**src/rtl/uart_cmd_pkg.sv**
```systemverilog
// +----------------------------------------------------------------------+
// | uart_cmd_pkg                                                         |
// | Byte, opcode and state definitions for the UART command sequencer.   |
// | Build option: CMD_READBACK_EN adds the readback reply states.         |
// | Revision: 1.0                                                        |
// +----------------------------------------------------------------------+
`default_nettype none

package uart_cmd_pkg;

  localparam logic [7:0] SOF_BYTE  = 8'hAA;
  localparam logic [7:0] ACK_BYTE  = 8'h06;
  localparam logic [7:0] NAK_BYTE  = 8'h15;

  localparam logic [7:0] OP_TOGGLE = 8'h55;
  localparam logic [7:0] OP_SET    = 8'h01;
  localparam logic [7:0] OP_CLR    = 8'h02;
  localparam logic [7:0] OP_READ   = 8'h03;

  typedef enum logic [3:0] {
    ST_IDLE     = 4'd0,
    ST_GET_OPC  = 4'd1,
    ST_GET_ARG  = 4'd2,
    ST_GET_CHK  = 4'd3,
    ST_EXEC     = 4'd4,
    ST_TX_REQ   = 4'd5,
    ST_TX_WAIT  = 4'd6
`ifdef CMD_READBACK_EN
    ,
    ST_TX_REQ2  = 4'd7,
    ST_TX_WAIT2 = 4'd8
`endif
  } state_t;

endpackage

`default_nettype wire

```
**src/rtl/uart_cmd_ctrl_if.sv**
```systemverilog
// +----------------------------------------------------------------------+
// | uart_cmd_ctrl_if                                                     |
// | UART byte handshake and LED bank bundle for the command sequencer.   |
// | Revision: 1.0                                                        |
// +----------------------------------------------------------------------+
`default_nettype none

interface uart_cmd_ctrl_if #(
  parameter int N_LED = 4
);
  logic             rx_done_flag;
  logic [7:0]       rx_data;
  logic             tx_busy;
  logic             tx_start;
  logic [7:0]       tx_data;
  logic [N_LED-1:0] led;
  logic             frame_err;

  modport master (
    input  rx_done_flag, rx_data, tx_busy,
    output tx_start, tx_data, led, frame_err
  );

  modport slave (
    output rx_done_flag, rx_data, tx_busy,
    input  tx_start, tx_data, led, frame_err
  );
endinterface

`default_nettype wire

```
**src/rtl/uart_byte_strobe.sv**
```systemverilog
// +----------------------------------------------------------------------+
// | uart_byte_strobe                                                     |
// | Rising-edge detector on the receiver byte-done level.                |
// | Revision: 1.0                                                        |
// +----------------------------------------------------------------------+
`default_nettype none

module uart_byte_strobe (
  input  logic clk,
  input  logic rst_n,
  input  logic flag,
  output logic strobe
);

  logic r_flag_q;

  // Resets high so a flag already asserted at reset release is not a byte.
  always_ff @(posedge clk or negedge rst_n) begin
    if (!rst_n) r_flag_q <= 1'b1;
    else        r_flag_q <= flag;
  end

  assign strobe = flag & ~r_flag_q;

endmodule

`default_nettype wire

```
**src/rtl/uart_cmd_ctrl.sv**
```systemverilog
// +----------------------------------------------------------------------+
// | uart_cmd_ctrl                                                        |
// | Parses SOF/OPC/ARG/CHK frames, drives the LED bank, replies ACK/NAK. |
// | Build option: CMD_READBACK_EN enables OP_READ second reply byte.     |
// | Revision: 1.0                                                        |
// +----------------------------------------------------------------------+
`default_nettype none

module uart_cmd_ctrl
  import uart_cmd_pkg::*;
#(
  parameter int N_LED          = 4,
  parameter int TIMEOUT_CYCLES = 1000000
) (
  input  logic                  clk,
  input  logic                  rst_n,
  uart_cmd_ctrl_if.master       bus
);

  localparam int              CNT_W    = $clog2(TIMEOUT_CYCLES + 1);
  localparam logic [CNT_W-1:0] CNT_LAST = CNT_W'(TIMEOUT_CYCLES - 1);

  state_t           r_state;
  logic [N_LED-1:0] r_led;
  logic             r_tx_start;
  logic [7:0]       r_tx_data;
  logic             r_frame_err;
  logic [7:0]       r_opc;
  logic [7:0]       r_arg;
  logic [7:0]       r_reply;
  logic [CNT_W-1:0] r_cnt;
`ifdef CMD_READBACK_EN
  logic             r_readback;
`endif

  logic w_strobe;
  logic w_in_get;
  logic w_timeout;

  uart_byte_strobe u_strobe (
    .clk    (clk),
    .rst_n  (rst_n),
    .flag   (bus.rx_done_flag),
    .strobe (w_strobe)
  );

  assign w_in_get  = (r_state == ST_GET_OPC) || (r_state == ST_GET_ARG) ||
                     (r_state == ST_GET_CHK);
  assign w_timeout = w_in_get && !w_strobe && (r_cnt == CNT_LAST);

  // Inter-byte gap counter, live only while a frame is being collected.
  always_ff @(posedge clk or negedge rst_n) begin
    if (!rst_n)                                 r_cnt <= '0;
    else if (w_in_get && !w_strobe && !w_timeout) r_cnt <= r_cnt + CNT_W'(1);
    else                                        r_cnt <= '0;
  end

  always_ff @(posedge clk or negedge rst_n) begin
    if (!rst_n) begin
      r_state     <= ST_IDLE;
      r_led       <= '0;
      r_tx_start  <= 1'b0;
      r_tx_data   <= 8'h00;
      r_frame_err <= 1'b0;
      r_opc       <= 8'h00;
      r_arg       <= 8'h00;
      r_reply     <= 8'h00;
`ifdef CMD_READBACK_EN
      r_readback  <= 1'b0;
`endif
    end else begin
      r_tx_start  <= 1'b0;
      r_frame_err <= 1'b0;
      case (r_state)
        ST_IDLE: begin
          if (w_strobe && (bus.rx_data == SOF_BYTE)) r_state <= ST_GET_OPC;
        end
        ST_GET_OPC: begin
          if (w_strobe) begin
            r_opc   <= bus.rx_data;
            r_state <= ST_GET_ARG;
          end else if (w_timeout) begin
            r_frame_err <= 1'b1;
            r_state     <= ST_IDLE;
          end
        end
        ST_GET_ARG: begin
          if (w_strobe) begin
            r_arg   <= bus.rx_data;
            r_state <= ST_GET_CHK;
          end else if (w_timeout) begin
            r_frame_err <= 1'b1;
            r_state     <= ST_IDLE;
          end
        end
        ST_GET_CHK: begin
          if (w_strobe) begin
            if (bus.rx_data == (r_opc ^ r_arg)) begin
              r_state <= ST_EXEC;
            end else begin
              r_frame_err <= 1'b1;
              r_state     <= ST_IDLE;
            end
          end else if (w_timeout) begin
            r_frame_err <= 1'b1;
            r_state     <= ST_IDLE;
          end
        end
        ST_EXEC: begin
          r_reply <= ACK_BYTE;
          r_state <= ST_TX_REQ;
          case (r_opc)
            OP_TOGGLE: begin
              if (r_arg < 8'(N_LED)) r_led <= r_led ^ (N_LED'(1) << r_arg[2:0]);
              else                   r_reply <= NAK_BYTE;
            end
            OP_SET:  r_led <= r_arg[N_LED-1:0];
            OP_CLR:  r_led <= r_led & ~r_arg[N_LED-1:0];
`ifdef CMD_READBACK_EN
            OP_READ: r_readback <= 1'b1;
`endif
            default: r_reply <= NAK_BYTE;
          endcase
        end
        ST_TX_REQ: begin
          if (!bus.tx_busy) begin
            r_tx_start <= 1'b1;
            r_tx_data  <= r_reply;
            r_state    <= ST_TX_WAIT;
          end
        end
        // r_tx_start is high exactly on the cycle before the transmitter reports busy.
        ST_TX_WAIT: begin
          if (!r_tx_start && !bus.tx_busy) begin
`ifdef CMD_READBACK_EN
            r_state <= r_readback ? ST_TX_REQ2 : ST_IDLE;
`else
            r_state <= ST_IDLE;
`endif
          end
        end
`ifdef CMD_READBACK_EN
        ST_TX_REQ2: begin
          if (!bus.tx_busy) begin
            r_tx_start <= 1'b1;
            r_tx_data  <= 8'(r_led);
            r_state    <= ST_TX_WAIT2;
          end
        end
        ST_TX_WAIT2: begin
          if (!r_tx_start && !bus.tx_busy) begin
            r_readback <= 1'b0;
            r_state    <= ST_IDLE;
          end
        end
`endif
        default: r_state <= ST_IDLE;
      endcase
    end
  end

  assign bus.tx_start  = r_tx_start;
  assign bus.tx_data   = r_tx_data;
  assign bus.led       = r_led;
  assign bus.frame_err = r_frame_err;

endmodule

`default_nettype wire

```
**src/flat_wrapper.sv**
```systemverilog
// flat-port wrapper written by rule: the top's interface ports become plain ports
module uart_cmd_ctrl_flat import uart_cmd_pkg::*;
#(
  parameter int N_LED          = 4,
  parameter int TIMEOUT_CYCLES = 1000000
)
  (clk, rst_n, bus_rx_done_flag, bus_rx_data, bus_tx_busy, bus_tx_start, bus_tx_data, bus_led, bus_frame_err);
  uart_cmd_ctrl_if #(.N_LED(N_LED)) bus_i ();
  input  logic clk;
  input  logic rst_n;
  input wire logic [$bits(bus_i.rx_done_flag)-1:0] bus_rx_done_flag;
  input wire logic [$bits(bus_i.rx_data)-1:0] bus_rx_data;
  input wire logic [$bits(bus_i.tx_busy)-1:0] bus_tx_busy;
  output wire logic [$bits(bus_i.tx_start)-1:0] bus_tx_start;
  output wire logic [$bits(bus_i.tx_data)-1:0] bus_tx_data;
  output wire logic [$bits(bus_i.led)-1:0] bus_led;
  output wire logic [$bits(bus_i.frame_err)-1:0] bus_frame_err;
  assign bus_i.rx_done_flag = bus_rx_done_flag;
  assign bus_i.rx_data = bus_rx_data;
  assign bus_i.tx_busy = bus_tx_busy;
  assign bus_tx_start = bus_i.tx_start;
  assign bus_tx_data = bus_i.tx_data;
  assign bus_led = bus_i.led;
  assign bus_frame_err = bus_i.frame_err;
  uart_cmd_ctrl #(.N_LED(N_LED), .TIMEOUT_CYCLES(TIMEOUT_CYCLES)) u_core (.clk(clk), .rst_n(rst_n), .bus(bus_i));
endmodule
```
**config.mk**
```make
export PLATFORM = sky130hd
export DESIGN_NAME = uart_cmd_ctrl_flat
export DESIGN_NICKNAME = d
export VERILOG_FILES = /design/src/rtl/uart_cmd_pkg.sv /design/src/rtl/uart_cmd_ctrl_if.sv /design/src/rtl/uart_byte_strobe.sv /design/src/rtl/uart_cmd_ctrl.sv /design/src/flat_wrapper.sv
export SDC_FILE = /design/constraint.sdc
export NUM_CORES = 1
export LEC_CHECK = 0
export ABC_CLOCK_PERIOD_IN_PS = 4800
export CORE_MARGIN = 2
export CORE_UTILIZATION = 50
export CTS_CLUSTER_DIAMETER = 100
export DETAILED_ROUTE_END_ITERATION = 12
export PLACE_DENSITY_LB_ADDON = 0.1
export SYNTH_ARGS = -nofsm -noshare
export SYNTH_HDL_FRONTEND = slang
export SYNTH_SLANG_ARGS = --single-unit
```
**constraint.sdc**
```tcl
create_clock -name clk -period 4.8 [get_ports clk]
set_clock_uncertainty 0.1 [all_clocks]
set_input_delay 0.96 -clock clk [delete_from_list [all_inputs] [get_ports clk]]
set_output_delay 0.96 -clock clk [all_outputs]
set_load 0.02 [all_outputs]
```
Yosys cells after proc, flatten, opt, wreduce, memory -nomap -nowiden
Cells that the tools add are included.
- flip-flop bits (word level): 63
- logic and storage cells: 77
- bits of input ports: 12
- $add $sub $neg: 1
- bitwise operators: 7
- reductions and logical operators: 20
- equality and inequality tests: 16
- magnitude comparators: 1
- shift operators: 1
- muxes and demuxes: 21
- operators with widths (cell ; count):
    $mux W4 ; 8
    $pmux W4 S7 ; 1
    $add A20 B1 Y20 const B ; 1
    $eq A20 B20 Y1 const B ; 1
    $mux W20 ; 1
    $pmux W8 S2 ; 1
    $eq A4 B3 Y1 const B ; 3
    $pmux W4 S3 ; 1
    $eq A4 B2 Y1 const B ; 2
    $eq A8 B1 Y1 const B ; 1
    $eq A8 B2 Y1 const B ; 1
    $eq A8 B7 Y1 const B ; 1
    $eq A8 B8 Y1 ; 1
    $eq A8 B8 Y1 const B ; 1
    $lt A8 B3 Y1 const B ; 1
    $xor A8 B8 Y8 ; 1
    $mux W1 ; 6
    $ne A2 B1 Y1 const B ; 3
    $reduce_and A2 Y1 ; 3
    $reduce_and A3 Y1 ; 2
    $logic_and A1 B1 Y1 ; 5
    $mux W5 ; 1
    $and A4 B4 Y4 ; 1
    $eq A4 B1 Y1 const B ; 1
    other kinds (13) ; 19

Logic depth before layout (Yosys ltp)
- depth in word-level cells: 8
- depth in mapped cells: 7

Cells and area by module
A second synthesis with hierarchy kept.
- cells, all modules: 297
- area, all modules: 2969.1 um^2
- by module, submodules not included (module ; area each (um^2) ; times used ; cells an instance ; seq. area each (um^2)):
    uart_cmd_ctrl ; 2929.1 ; 1 ; 295 ; 1301.2
    uart_byte_strobe ; 40.0 ; 1 ; 2 ; 26.3

Least setup slack after synthesis
OpenSTA, ideal clock, no wires.
- path type: input port to flip-flop
- start point: input bus_rx_done_flag
- end point: register u_core.r_opc[0]
- stages on the path: 4
- path slack: 2610 ps
- setup time: 125 ps
- path buffers: 1
- arrival: 1965 ps
- cells stage by stage: nand2b_1 -> or4_1 -> buf_4 -> mux2_4
- cells in the longest elaborated chain, start to end: 2
- ends and longest elaborated chain (item ; RTL line ; source):
    start, declared ; flat_wrapper.sv:11 ; input wire logic [$bits(bus_i.rx_done_flag)-1:0] bus_rx_done_flag;
    $and A1 B1 Y1 ; uart_byte_strobe.sv:23 ; assign strobe = flag & ~r_flag_q;
    $reduce_and A2 Y1 (no source line) ; - ;
    end signal, assigned ; uart_cmd_ctrl.sv:80 ; r_opc <= bus.rx_data;
    end, declared ; uart_cmd_ctrl.sv:28 ; logic [7:0] r_opc;
No other way between the ends.
A chain may end at the register's enable or synchronous reset.

Worst setup path after layout
- start point: input bus_rx_done_flag
- end point: register u_core.r_opc[3]
The elaborated chain is that of the path after synthesis.

==> results.toml <==
[cts]
postCtsResizedCells = 0
cts_tree = "done"
root_buffer = "clkbuf_8"
cts.htree.levels = 2
postCtsHoldBufs = 0
post-cts-setup-buffers = 0
clk_pin_slew_ns = 0.10
clk_latency_ns = 0.31
clk_path_buf_depth = 2
cts_buffers = 5
clock_sink_count = 53

[global_routing]
grt_pass1_wl_um = 9660
grt_use_total_pct = 18.84
grt_antenna_before_repair = 0
grt-ovfl-total = 0
grt_pass1_vias = 2047
grt_max_degree = 54

[drt]
viasPerCell = 5.673
vias = 2150
drt_iter0_markers = 63
ant_nets = 0
drc = 0
dr.pass1.iters = 4
wl_um = 5635
post_drt_wl_per_cell_um = 14.87

[setup_path]
required_ns = 4.90
reg2reg_setup_slack_ns = 2.60
crit_family = "simple AND/OR/NAND/NOR gates"
path_cells = "clkdlybuf4s50_1 -> nand2b_1 -> or4_1 -> mux2_4"
endpoint_kind = "flip-flop"
critPathArrivalTime_ns = 2.70
path_class = "primary input to flip-flop"
max_stage_delay_ns = 0.75
critPathBufInv = 1
cp.depth = 4
slowest_stage = "or4_1"
r2r.worst_path.cells = 6
crit_fanout = 8
worstSetupStartpointType = "primary input"

[timing]
hold_viol = 0
maxSlewHeadroom_pct = 49.79
post-route-period-util_pct = 54.25
fin_crit_ns = 2.604
worst_pin_slew_ns = 0.7531
max_freq_ghz = 0.3840
rsz0062_at_grt = "no"
setup_viol = 0
fin_ws_ns = 2.196
drv_slew = 0
fin_tns_setup_ns = 0

[die]
fp.dieH_um = 81.51
ios = 26
core-area_sq_um = 5851
rows = 28
initial_core_util_pct = 51.35
die_w_um = 81.51
fp.dieArea_sq_um = 6644

[synthesis]
ys_ff_latch = 53
avgSynthCellArea_sq_um = 10.39
synth_area_leaders = "dfrtp_1 43%, xor2_1 5.5%, xnor2_1 4.7%, nor2_1 4.6%, mux2_2 4.1%"
ys.flop_type = "dfrtp_1"
synth-edff-count = 0
ys_warn_count = 0
yosysTopAreaCell = "dfrtp_1"
netlist_area_sq_um = 3004
yosys.area.top_type_share_pct = 43.32
syn_inst = 289
synth_cell_types = 57
yosysSeqAreaShare_pct = 44.19
ys_async_sr_fraction_pct = 100.0

[power]
intPower_mw = 0.6934
power_leakage_nw = 1.387
combPwrFrac_pct = 14.8
total_power_mw = 0.9427
p_per_area_nw_per_um2 = 283.9
netSwitchingPower_mw = 0.2493
pwr-share-clk_pct = 32.1
vdd_ir_drop_max_uv = 149.6
power_frac_seq_pct = 53.2
sw_frac_of_total_pct = 26.45

[cells_and_area]
nNetsFinal = 316
final_cells = 379
num_antenna_cells = 0
drive_above_1_share_pct = 13.49
multiInputGateArea_sq_um = 1556
syn_to_final_growth_pct = 10.54
final_common_cell = "dfrtp_1"
fillers = 523
seq_area_sq_um = 1328
layout_common_cells = "52 x dfrtp_1, 37 x nor2_1, 20 x clkdlybuf4s50_1"

[placed_design]
io_buffers = 21
preCtsSetupSlack_ns = 1.859
dp_cells = 371
dp_hpwl_um = 3998
place_congestion = 0.8287

[worst_hold_path]
hold_path_class = "flip-flop to flip-flop"
min_path_cells = 1

[job]
cap_violations = 0

[status]
status = "completed"
## layer usage
layer | global-route usage, % | wire length, um | part of all wire (%)
met1 | 26.18 | 2756 | 49
met2 | 29.59 | 2600 | 46
met3 | 3.407 | 171 | 3.0
met4 | 6.610 | 106 | 1.9
met5 | 0 | 0 | 0
## power groups by stage
stage / clock network [mW] / logic (mW) / registers [mW]
6_report: 0.302 / 0.139 / 0.501
3_5_place_dp: 0 / 0.141 / 0.508
4_1_cts: 0.315 / 0.141 / 0.501
2_1_floorplan: 0 / 0.121 / 0.492
5_1_grt: 0.331 / 0.156 / 0.506
3_3_place_gp: 0 / 0.139 / 0.509
## metrics by stage
| step | hold WS, ns | instance area, sq um | utilization, % |
|---|---|---|---|
| floorplan | 0.3285 | 3019 | - |
| global placement | 0.3482 | 3209 | 54.85 |
| detailed placement | 0.3547 | 3209 | 54.85 |
| CTS | 0.3803 | 3321 | 56.76 |
| global route | 0.4007 | 3321 | 56.76 |
| finish | 0.3785 | 3321 | 56.76 |
## final timing paths
kind                                                     from                            end
worst max-delay path                         bus_rx_done_flag    u_core.r_opc[3]$_DFFE_PN0P_
worst min register to register  u_core.r_reply[2]$_DFFE_PN0P_  u_core.r_reply[2]$_DFFE_PN0P_
max in group asynchronous                               rst_n  u_core.bus.led[1]$_DFFE_PN0P_
min in group asynchronous                               rst_n      u_core.r_cnt[5]$_DFF_PN0_
worst min-delay path            u_core.r_reply[2]$_DFFE_PN0P_  u_core.r_reply[2]$_DFFE_PN0P_
worst max register to register      u_core.r_cnt[0]$_DFF_PN0_      u_core.r_cnt[2]$_DFF_PN0_
## state kept, by name, indices dropped and copies added (netlist names)
signal / cells
u_core.bus.tx_data: 3
u_core.u_strobe.r_flag_q: 1
u_core.bus.frame_err: 1
u_core.bus.led: 4
u_core.r_state: 4
u_core.r_arg: 8
u_core.r_opc: 8
u_core.bus.tx_start: 1
u_core.r_reply: 3
u_core.r_cnt: 20
## kinds of logic (layout without fill, tap and decap cells)
family | count (synthesis) | after routing | share of synthesized area, %
simple gates | 116 | 116 | 22.53
xor+xnor | 35 | 35 | 10.20
buf+inv | 24 | 35 | 4.498
flops | 53 | 53 | 44.19
compound gates | 40 | 40 | 9.914
mux | 19 | 19 | 8.122
fa+ha+maj | 1 | 1 | 0.4164
other cells | 1 | 5 | 0.1248
## area by class of cell
class / instances / share of cell area (%)
Multi-Input combinational cell: 216 / 46.87
Timing Repair Buffer: 22 / 6.405
Sequential cell: 53 / 39.98
Clock buffer: 6 / 2.185
Clock inverter: 2 / 1.168
Inverter: 5 / 0.5652
Tap cell: 75 / 2.826
## cells in the mapped netlist, types with 3 or more instances
library cell	number
o21ai_0	3
mux2_4	8
inv_1	5
buf_4	6
buf_2	12
a21oi_1	10
xnor2_1	16
nand4_1	7
nand3_1	17
nor2_1	37
dfrtp_1	52
nor2b_1	5
a22o_1	3
xor2_1	19
nand2b_1	4
o2bb2ai_1	3
mux2_2	11
o32ai_1	3
nand2_1	12
nor3_1	4
nor4_1	4
Power figures use the tool's default switching activity.
==> patch, RTL diff (same settings) <==
`TIMEOUT_CYCLES` is set to 1000000 in 2 places; all go to 500000.
--- a/src/rtl/uart_cmd_ctrl.sv
+++ b/src/rtl/uart_cmd_ctrl.sv
@@ -10,7 +10,7 @@
   import uart_cmd_pkg::*;
 #(
   parameter int N_LED          = 4,
-  parameter int TIMEOUT_CYCLES = 1000000
+  parameter int TIMEOUT_CYCLES = 500000
 ) (
   input  logic                  clk,
   input  logic                  rst_n,
--- a/src/flat_wrapper.sv
+++ b/src/flat_wrapper.sv
@@ -2,7 +2,7 @@
 module uart_cmd_ctrl_flat import uart_cmd_pkg::*;
 #(
   parameter int N_LED          = 4,
-  parameter int TIMEOUT_CYCLES = 1000000
+  parameter int TIMEOUT_CYCLES = 500000
 )
   (clk, rst_n, bus_rx_done_flag, bus_rx_data, bus_tx_busy, bus_tx_start, bus_tx_data, bus_led, bus_frame_err);
   uart_cmd_ctrl_if #(.N_LED(N_LED)) bus_i ();
Check against the original RTL: no difference found for any inputs over 10 cycles, from zero or initial values and one cycle with rst_n low; that may be too few to reach the edited logic, so the function may still have changed.
==> patch against the unedited design <==
  * Synthesized area down 6.2%
  * Maximum frequency decreased by 4.7%
  * Sequential cell count down 1
  * Sequential power is 9.0% lower
  * Utilization up 0.65 points
  * Die area fell by 5.9%
  * Global-route usage decreased by 0.062 points
  * Worst setup slack worse by 130 ps
  * Power decreased by 17%
  * Final area is 5.4% lower
  * First-iteration DRC count increased by 16%
  * Wire length down 2.6%
  * Critical path type unchanged
  * Largest power group unchanged
==> patch: results (changes against the unedited design) <==
- Status: complete, no violations
- Top cells by count, synth: dfrtp_1, nor2_1, xor2_1, mux2_2, nand2_1
- Nets: 311 (-1.6%)
- Slowest stage cell, crit path: clkdlybuf4s50_1
- Met2 wire len: 2.53 mm (-2.7%)
- Top Registers: u_core.r_cnt (19), u_core.r_arg (8), u_core.r_opc (8)
- Setup slack at placement: 1770 ps (-87.9 ps)
- Leak: 0.00136 uW (-2.3%)
- WL met1: 2.77 mm (+0.65%)
- Final WL: 5.49 mm (-2.6%)
- First-pass GRT wire length: 9.29 mm (-3.8%)
- Top cells by area, synth: dfrtp_1, mux2_2, xor2_1
- DP Cell Count: 363 (-2.2%)
- Total GRT Usage: 18.8% (-0.062 points)
- Number of global-route vias before repair: 1,955 (-4.5%)
- DP HPWL: 3.95 mm (-1.1%)
- WL met3: 153 um (-11%)
- Fillers: 497 (-5.0%)
- Largest net degree at the start of global routing: 33 (-39%)
- Placed Area: 0.00305 mm2 (-5.0%)
- Final Wtd Congestion: 0.849 (+2.4%)
- Mapped Cells: 281 (-2.8%)
- Post-synth cell types: 53 (-7.0%)
- Fin cells: 371 (-2.1%)
- Largest stage delay on the critical path: 490 ps (-260 ps)
- Clk root buf: clkbuf_8
- Max reg flops: 19 (-5.0%)
- Slew headroom: 62.1% (+12 points)
- VDD IR-drop max: 0.148 mV (-1.2%)
- Fraction of layout cells with a size suffix above 1: 11.4% (-2.1 points)
- CP arrival: 2820 ps (+120 ps)
## patch: cell count changes in the layout (fill, tap and decap cells not counted), sizes merged, moves of 3 or more
cell	before	now
a21o	1	5
nor2	38	35
o31ai	1	4
a21oi	11	6
nand4	7	10
o32ai	3	0
o21ai	3	8
nand2b	6	3
xnor2	16	13
nand2	12	20
a22o	3	0
## patch: logic make-up after synthesis
logic type,count (synthesis),synth area share (%)
buffers and inverters,19,3.51
other,1,0.133
adder cells (fa/ha/maj),1,0.444
XOR/XNOR,34,10.6
multiplexers,19,7.59
AO/OA/AOI/OAI,38,9.19
flip-flops,52,46.2
AND/OR/NAND/NOR,117,22.4
## patch: per-stage QoR
step	hold slack [ps]	utilization (%)
final	369	57.4
after global routing	387	57.4
after CTS	378	57.4
after detailed placement	354	55.7
after global placement	349	55.7
after floorplan	328	-
## patch: metal layers
layer,global-route usage [%],up-vias
met5,0,-
met4,5.17,0
met3,3.52,2
met2,28.6,29
met1,27.4,971
li1,-,1019
## patch: worst max-delay path, delay by kind of cell
family                 cells  cell delay [ps]
AND/OR/NAND/NOR            2              940
multiplexers               1              430
buffers and inverters      1              490
## patch: report_power, final
group / switching (uW) / internal, uW
Clock: 149 / 104
Combinational: 45.8 / 32.0
Sequential: 11.2 / 445
## patch: final timing paths
check                                        from                end  slack, ps
min in group asynchronous                   rst_n  u_core.r_reply[1]        500
worst max register to register    u_core.r_opc[3]  u_core.bus.led[2]       2600
max in group asynchronous                   rst_n    u_core.r_opc[0]       3310
worst min register to register  u_core.r_reply[2]  u_core.r_reply[2]        370
worst min-delay path            u_core.r_reply[2]  u_core.r_reply[2]        370
worst max-delay path             bus_rx_done_flag    u_core.r_arg[0]       2070
## patch: final cells by class
type                       count  area share, %
clock inverter                 3          0.757
clock buffer                   5           2.19
timing repair buffer          22           6.77
multi-input combinational    214           45.6
inverter                       3          0.358
sequential                    52           41.5
tap                           72           2.87
